**src/rtl/pipelined_subtractor_64b_if.sv**
```systemverilog
// Valid/ready stream bundle for pipelined_subtractor_64b; signal names are seen from the subtractor.
// ovf_o exists only when SUB_OVERFLOW_EN is defined.
interface pipelined_subtractor_64b_if #(
  parameter int WIDTH = 64
);
  logic             valid_i;
  logic             ready_o;
  logic [WIDTH-1:0] op1_i;
  logic [WIDTH-1:0] op2_i;
  logic             borrow_i;
  logic             valid_o;
  logic             ready_i;
  logic [WIDTH-1:0] diff_o;
  logic             borrow_o;
`ifdef SUB_OVERFLOW_EN
  logic             ovf_o;
`endif

  modport master (
    output valid_i, op1_i, op2_i, borrow_i, ready_i,
`ifdef SUB_OVERFLOW_EN
    input  ovf_o,
`endif
    input  ready_o, valid_o, diff_o, borrow_o
  );

  modport slave (
    input  valid_i, op1_i, op2_i, borrow_i, ready_i,
`ifdef SUB_OVERFLOW_EN
    output ovf_o,
`endif
    output ready_o, valid_o, diff_o, borrow_o
  );
endinterface

```
**src/rtl/pipelined_subtractor_64b.sv**
```systemverilog
// Two-stage valid/ready subtractor: diff = op1 - op2 - borrow_i, low half in stage 1, high half in stage 2.
// Optional signed-overflow output is enabled by defining SUB_OVERFLOW_EN.
module pipelined_subtractor_64b #(
  parameter int WIDTH = 64,
  parameter int SPLIT = 32
) (
  input  logic                          clk_i,
  input  logic                          rst_ni,
  pipelined_subtractor_64b_if.slave     bus
);
  localparam int HI = WIDTH - SPLIT;

  logic             s1_valid_q, s1_valid_d;
  logic             s2_valid_q, s2_valid_d;
  logic [SPLIT-1:0] lo_q;
  logic             c_mid_q;
  logic [HI-1:0]    op1_hi_q, op2_hi_q;
  logic [WIDTH-1:0] diff_q;
  logic             borrow_q;
  logic             s2_ready, in_fire, adv, out_fire;
  logic [SPLIT:0]   lo_sum;
  logic [HI:0]      hi_sum;

  assign s2_ready    = ~s2_valid_q | bus.ready_i;
  assign bus.ready_o = ~s1_valid_q | s2_ready;
  assign in_fire     = bus.valid_i & bus.ready_o;
  assign adv         = s1_valid_q & s2_ready;
  assign out_fire    = s2_valid_q & bus.ready_i;

  // Subtraction as op1 + ~op2 + ~borrow; the carry out of each half is an inverted borrow.
  assign lo_sum = {1'b0, bus.op1_i[SPLIT-1:0]} + {1'b0, ~bus.op2_i[SPLIT-1:0]}
                + {{SPLIT{1'b0}}, ~bus.borrow_i};
  assign hi_sum = {1'b0, op1_hi_q} + {1'b0, ~op2_hi_q} + {{HI{1'b0}}, c_mid_q};

  always_comb begin
    s1_valid_d = s1_valid_q;
    if (in_fire)  s1_valid_d = 1'b1;
    else if (adv) s1_valid_d = 1'b0;
    s2_valid_d = s2_valid_q;
    if (adv)           s2_valid_d = 1'b1;
    else if (out_fire) s2_valid_d = 1'b0;
  end

  always_ff @(posedge clk_i or negedge rst_ni) begin
    if (!rst_ni) begin
      s1_valid_q <= 1'b0;
      lo_q       <= '0;
      c_mid_q    <= 1'b0;
      op1_hi_q   <= '0;
      op2_hi_q   <= '0;
    end else begin
      s1_valid_q <= s1_valid_d;
      if (in_fire) begin
        lo_q     <= lo_sum[SPLIT-1:0];
        c_mid_q  <= lo_sum[SPLIT];
        op1_hi_q <= bus.op1_i[WIDTH-1:SPLIT];
        op2_hi_q <= bus.op2_i[WIDTH-1:SPLIT];
      end
    end
  end

  always_ff @(posedge clk_i or negedge rst_ni) begin
    if (!rst_ni) begin
      s2_valid_q <= 1'b0;
      diff_q     <= '0;
      borrow_q   <= 1'b0;
    end else begin
      s2_valid_q <= s2_valid_d;
      if (adv) begin
        diff_q   <= {hi_sum[HI-1:0], lo_q};
        borrow_q <= ~hi_sum[HI];
      end
    end
  end

  assign bus.valid_o  = s2_valid_q;
  assign bus.diff_o   = diff_q;
  assign bus.borrow_o = borrow_q;

`ifdef SUB_OVERFLOW_EN
  logic ovf_q, ovf_d;

  // Overflow only when operand signs differ and the result sign differs from op1.
  assign ovf_d = (op1_hi_q[HI-1] ^ op2_hi_q[HI-1]) & (op1_hi_q[HI-1] ^ hi_sum[HI-1]);

  always_ff @(posedge clk_i or negedge rst_ni) begin
    if (!rst_ni)  ovf_q <= 1'b0;
    else if (adv) ovf_q <= ovf_d;
  end

  assign bus.ovf_o = ovf_q;
`endif
endmodule
```
**src/flat_wrapper.sv**
```systemverilog
// flat-port wrapper written by rule: the top's interface ports become plain ports
module pipelined_subtractor_64b_flat 
#(
  parameter int WIDTH = 64,
  parameter int SPLIT = 32
)
  (clk_i, rst_ni, bus_valid_i, bus_op1_i, bus_op2_i, bus_borrow_i, bus_ready_i, bus_ready_o, bus_valid_o, bus_diff_o, bus_borrow_o);
  pipelined_subtractor_64b_if #(.WIDTH(WIDTH)) bus_i ();
  input  logic clk_i;
  input  logic rst_ni;
  input wire logic [$bits(bus_i.valid_i)-1:0] bus_valid_i;
  input wire logic [$bits(bus_i.op1_i)-1:0] bus_op1_i;
  input wire logic [$bits(bus_i.op2_i)-1:0] bus_op2_i;
  input wire logic [$bits(bus_i.borrow_i)-1:0] bus_borrow_i;
  input wire logic [$bits(bus_i.ready_i)-1:0] bus_ready_i;
  output wire logic [$bits(bus_i.ready_o)-1:0] bus_ready_o;
  output wire logic [$bits(bus_i.valid_o)-1:0] bus_valid_o;
  output wire logic [$bits(bus_i.diff_o)-1:0] bus_diff_o;
  output wire logic [$bits(bus_i.borrow_o)-1:0] bus_borrow_o;
  assign bus_i.valid_i = bus_valid_i;
  assign bus_i.op1_i = bus_op1_i;
  assign bus_i.op2_i = bus_op2_i;
  assign bus_i.borrow_i = bus_borrow_i;
  assign bus_i.ready_i = bus_ready_i;
  assign bus_ready_o = bus_i.ready_o;
  assign bus_valid_o = bus_i.valid_o;
  assign bus_diff_o = bus_i.diff_o;
  assign bus_borrow_o = bus_i.borrow_o;
  pipelined_subtractor_64b #(.WIDTH(WIDTH), .SPLIT(SPLIT)) u_core (.clk_i(clk_i), .rst_ni(rst_ni), .bus(bus_i));
endmodule
```
**config.mk**
```make
export PLATFORM = sky130hd
export DESIGN_NAME = pipelined_subtractor_64b_flat
export DESIGN_NICKNAME = d
export VERILOG_FILES = /design/src/rtl/pipelined_subtractor_64b_if.sv /design/src/rtl/pipelined_subtractor_64b.sv /design/src/flat_wrapper.sv
export SDC_FILE = /design/constraint.sdc
export NUM_CORES = 1
export LEC_CHECK = 0
export CAP_MARGIN = 20
export CELL_PAD_IN_SITES_DETAIL_PLACEMENT = 0
export CELL_PAD_IN_SITES_GLOBAL_PLACEMENT = 1
export CORE_MARGIN = 3
export CORE_UTILIZATION = 40
export CTS_BUF_LIST = sky130_fd_sc_hd__clkbuf_8
export CTS_CLUSTER_SIZE = 10
export DETAILED_ROUTE_END_ITERATION = 12
export GPL_TIMING_DRIVEN = 0
export PLACE_DENSITY = 0.91
export SYNTH_ARGS = -nofsm -noshare
export SYNTH_HDL_FRONTEND = slang
export SYNTH_SLANG_ARGS = --single-unit
```
**constraint.sdc**
```tcl
create_clock -name clk_i -period 3.3 [get_ports clk_i]
set_input_delay 0.66 -clock clk_i [delete_from_list [all_inputs] [get_ports clk_i]]
set_output_delay 0.66 -clock clk_i [all_outputs]
set_load 0.02 [all_outputs]
```
== Yosys cells after proc, flatten, opt, wreduce, memory -nomap -nowiden ==
Cells that the tools add are included.
Storage, ports and cells
  register bits after elaboration: 164
  input port bits: 133
  output and inout bits: 67
  word-level logic and storage cells: 29
Operators by class
  add/sub/neg operators: 4
  muxes and demuxes: 4
  bitwise gates (word level): 11
  reductions and logical operators: 2
Operators with widths (count)
  32-bit by 32-bit adder with 33-bit output: 2
  33-bit by 1-bit adder with 33-bit output: 2
  32-bit inverter: 2
  1-bit 2-to-1 mux: 4
  1-bit inverter: 4
  2-bit nonzero test: 2
  1-bit bitwise AND: 3
  1-bit bitwise OR: 2

== Longest topological paths before layout ==
  word-level depth: 5
  gate-level depth with buffers: 12
  gate-level depth less buffers: 12

== Worst setup path before layout ==
Ideal clock, no wire load.
  kind: input -> register
  start point: input bus_borrow_i
  end point: register u_core.lo_q[21]
  setup time: 0.126 ns
  data arrival time: 2.648 ns
  data required time: 3.174 ns
  slack: 0.526 ns
  cell stages on the path: 10
  buffers on the path: 0
  cells stage by stage: inv_1 > fa_1 > a21oi_1 > o211ai_1 > a31o_2 > a21oi_1 > o22ai_1 > nor2_1 > o21ai_0 > a221o_1
On the way
  word-level cells in the longest chain between the ends: 2
Ends and longest elaborated chain
  from (decl): RTL line flat_wrapper.sv:14  | input wire logic [$bits(bus_i.borrow_i)-1:0] bus_borrow_i;
  1-bit inverter: RTL line pipelined_subtractor_64b.sv:32  | + {{SPLIT{1'b0}}, ~bus.borrow_i};
  33-bit by 1-bit adder with 33-bit output: RTL line pipelined_subtractor_64b.sv:32
  to (signal assigned): RTL line pipelined_subtractor_64b.sv:54  | lo_q <= lo_sum[SPLIT-1:0];
  to (decl): RTL line pipelined_subtractor_64b.sv:15  | logic [SPLIT-1:0] lo_q;
Every way passes these cells.
A chain may end at the register's enable or synchronous reset.

== Worst setup path in the final report ==
  start point: input bus_borrow_i
  end point: register u_core.lo_q[24]
The elaborated chain is that of the path after synthesis.

==> qor.yml <==
grt:
  antenna_found_initial: 3
  grt.overflow.total: 0
  grt_usage_pct: 20.3
  grt_pass1_vias: 8443
  grt_max_degree: 87
  grt_pass1_wl_mm: 42.3
die:
  start_util_pct: 41.4
  die_width_um: 160
  dieArea_um2: 25700
  die_y_um: 160
  num_io_pins: 200
  core_um2: 23000
  rows: 55
drt:
  wl_mm: 25.5
  wire_per_inst_um: 15.8
  drt_iter0_drc: 461
  drc: 0
  via_count: 8055
  drtAntennaViolNets: 0
  drt_pass1_iterations: 4
  via_per_inst: 5.00
synthesis:
  synthFlopType: "dfrtp_1"
  syn_nets: 1265
  synth-async-reset-ratio_pct: 100
  syn-mean-instance-area_um2: 8.93
  synth-edff-count: 0
  yosys-top-cells-count: "nand2_1, dfrtp_1, o21ai_0, inv_1, ha_1"
  yosys_warnings: 0
  yosysTopAreaCell: "dfrtp_1"
  netlist_instances: 1066
  seq_area_frac_synth_pct: 43.1
  yosysTopAreaCellShare_pct: 43.1
  synth_area_um2: 9510
  synth_area_leaders: "dfrtp_1, nand2_1, ha_1"
  yosysMostFrequentCell: "nand2_1"
  ys_types: 56
  ys_ff_latch: 164
setup_path:
  worstPathMaxFanout: 4
  worst-path-stages: 13
  end_kind: "flop"
  cp_slowest_cell: "fa_1"
  critPathKind: "primary input to flop"
  cp.required_ns: 3.64
  cp-start-kind: "primary input"
  cp_top_family: "compound AO/OA/AOI/OAI gates"
  cp_slowest_stage_delay_ns: 0.52
  r2r_cells: 10
  cp_cell_sequence: "clkdlybuf4s50_1 > inv_1 > fa_1 > inv_1 > fa_1 > nor2b_1 > o21ai_0 > a21oi_2 > o21ai_2 > a21oi_1 > a221oi_2 > xor2_1 > o21ai_0"
  worstPathArrival_ns: 3.56
  cp_num_buf_inv: 3
final_layout:
  utilization_pct: 53.9
  area_growth_pct: 30.3
  fill_cells: 2175
  drive_gt1_share_pct: 7.16
  diodes: 0
  multi_input_area_um2: 4970
  nNetsFinal: 1485
  seq_area_um2: 4100
timing:
  final.setup.tns_ns: 0
  timing.final.crit_share_pct: 97.8
  setup_viol_count_final: 0
  worst_pin_slew_ns: 0.861
  period_needed_ns: 3.23
  fin_ws_ns: 0.0732
  slew_headroom_pct: 42.6
  final_max_slew_viol_count: 0
  skew_ns: 0.0133
  final-hold-violation-count: 0
  rsz0062_at_grt: "yes"
  timing.fmax_ghz: 0.310
placed_design:
  dp_hpwl_mm: 20.2
  portBuffers: 199
  preCtsSetupSlack_ns: -0.631
  place.gp.congestion: 0.890
clocking:
  clkTransAtPathRegs_ns: 0.10
  cts-root-buf: "clkbuf_8"
  numCtsBuffers: 17
  ctsHtreeMaxLevel: 4
  tritoncts: "yes"
  clkLatencyLatePin_ns: 0.46
  cts.path.max_buffers: 2
  cts_sinks: 164
worst_hold_path:
  hold_class: "primary input to asynchronous set/reset pin"
status:
  status: "finished clean"
power:
  leakagePower_nw: 5.71
  ir_drop_uv: 262
  power.density_nw_per_um2: 616
job:
  maxCapViolations: 0
[area by class of cell]
cell class	instances	share of cell area (%)
clock buffer	17	1.89
inverter	76	2.30
buffer	46	1.48
timing repair buffer	201	16.4
clock inverter	14	1.56
sequential	164	33.1
multi-input combinational	780	40.1
tap	313	3.16
[final timing paths]
path,from,endpoint,slack [ns]
setup / recovery,bus_borrow_i,u_core.lo_q[24],0.07
hold / removal,rst_ni,u_core.op2_hi_q[13],0.15
setup reg to reg,u_core.op2_hi_q[0],u_core.bus.diff_o[62],0.37
hold reg to reg,u_core.lo_q[3],u_core.lo_q[3],0.48
max in group asynchronous,rst_ni,u_core.bus.diff_o[20],2.34
min in group clk_i,u_core.lo_q[3],u_core.lo_q[3],0.48
[cells in the final DEF (no fill, tap or decap), types with 5 or more instances in the layout]
master             n
ha_1              62
nand4_1            9
xnor2_1           30
o2111ai_1          5
nor2b_1            7
dfrtp_1          164
clkbuf_1          32
o21bai_1           9
o21a_1             9
o211ai_1           7
buf_2              9
o21ai_0          113
nand2_1          237
nand2b_1          11
o31ai_1            5
nor3_1             8
nand3_1            8
a21o_1            28
nor2_1            30
xor2_1            23
a21boi_0           5
a31oi_1            7
a211oi_1           9
mux2_2            35
inv_1             76
clkdlybuf4s50_1  198
buf_1              5
a21oi_1           54
clkbuf_8          17
and2_1             7
[where the power goes]
part	leakage [nW]	internal, mW	switching (mW)	total (mW)
logic	3.49	1.50	1.68	3.18
registers	2.00	2.53	0.328	2.85
clock network	0.217	0.774	0.828	1.60
[routing by layer]
layer / wire, um / GRT usage [%]
met3: 1420 / 5.32
met1: 11300 / 25.5
met4: 320 / 4.18
met5: 54 / 0
met2: 12400 / 35.5
[cells by family (layout without fill, tap and decap cells)]
group / after synthesis / count (layout) / share of synthesized area (%)
XOR/XNOR: 53 / 53 / 4.88
AO/OA/AOI/OAI: 284 / 284 / 18.3
multiplexers: 36 / 36 / 4.25
adder cells (fa/ha/maj): 66 / 66 / 9.00
flip-flops: 164 / 164 / 43.1
AND/OR/NAND/NOR: 341 / 341 / 15.5
buffers and inverters: 122 / 354 / 4.93
[flip-flops by register name, indices dropped and copies added, names as in the netlist]
register             cells
u_core.bus.diff_o       64
u_core.c_mid_q           1
u_core.bus.borrow_o      1
u_core.s1_valid_q        1
u_core.bus.valid_o       1
u_core.op2_hi_q         32
u_core.op1_hi_q         32
u_core.lo_q             32
[worst register-to-register path, cell delays in order (launching register included)]
cell	delay (ns)
dfrtp_1	0.42
fa_1	0.47
fa_1	0.44
nor2b_1	0.17
o2111ai_1	0.18
a21boi_2	0.24
o211ai_1	0.15
o211ai_1	0.21
a41oi_1	0.22
xor2_1	0.18
o21ai_0	0.16
[through the flow]
stage / hold WS [ns] / cells / area, um^2 / total power [mW]
final: 0.147 / 1611 / 12400 / 7.64
after detailed placement: 0.466 / 1579 / 11900 / 6.07
after CTS: 0.165 / 1610 / 12400 / 7.70
after global placement: 0.457 / 1578 / 11900 / 6.01
after global routing: 0.172 / 1611 / 12400 / 8.15
after floorplan: 0.364 / 1066 / 9510 / 4.69
[timing repair]
action | in CTS | in global routing
setup endpoints to repair | 6 | 14
pin swaps | 0 | 1
setup buffers | 0 | 1
resized for setup | 3 | 8
hold buffers | 0 | 0
(Power assumes the default switching activity.)
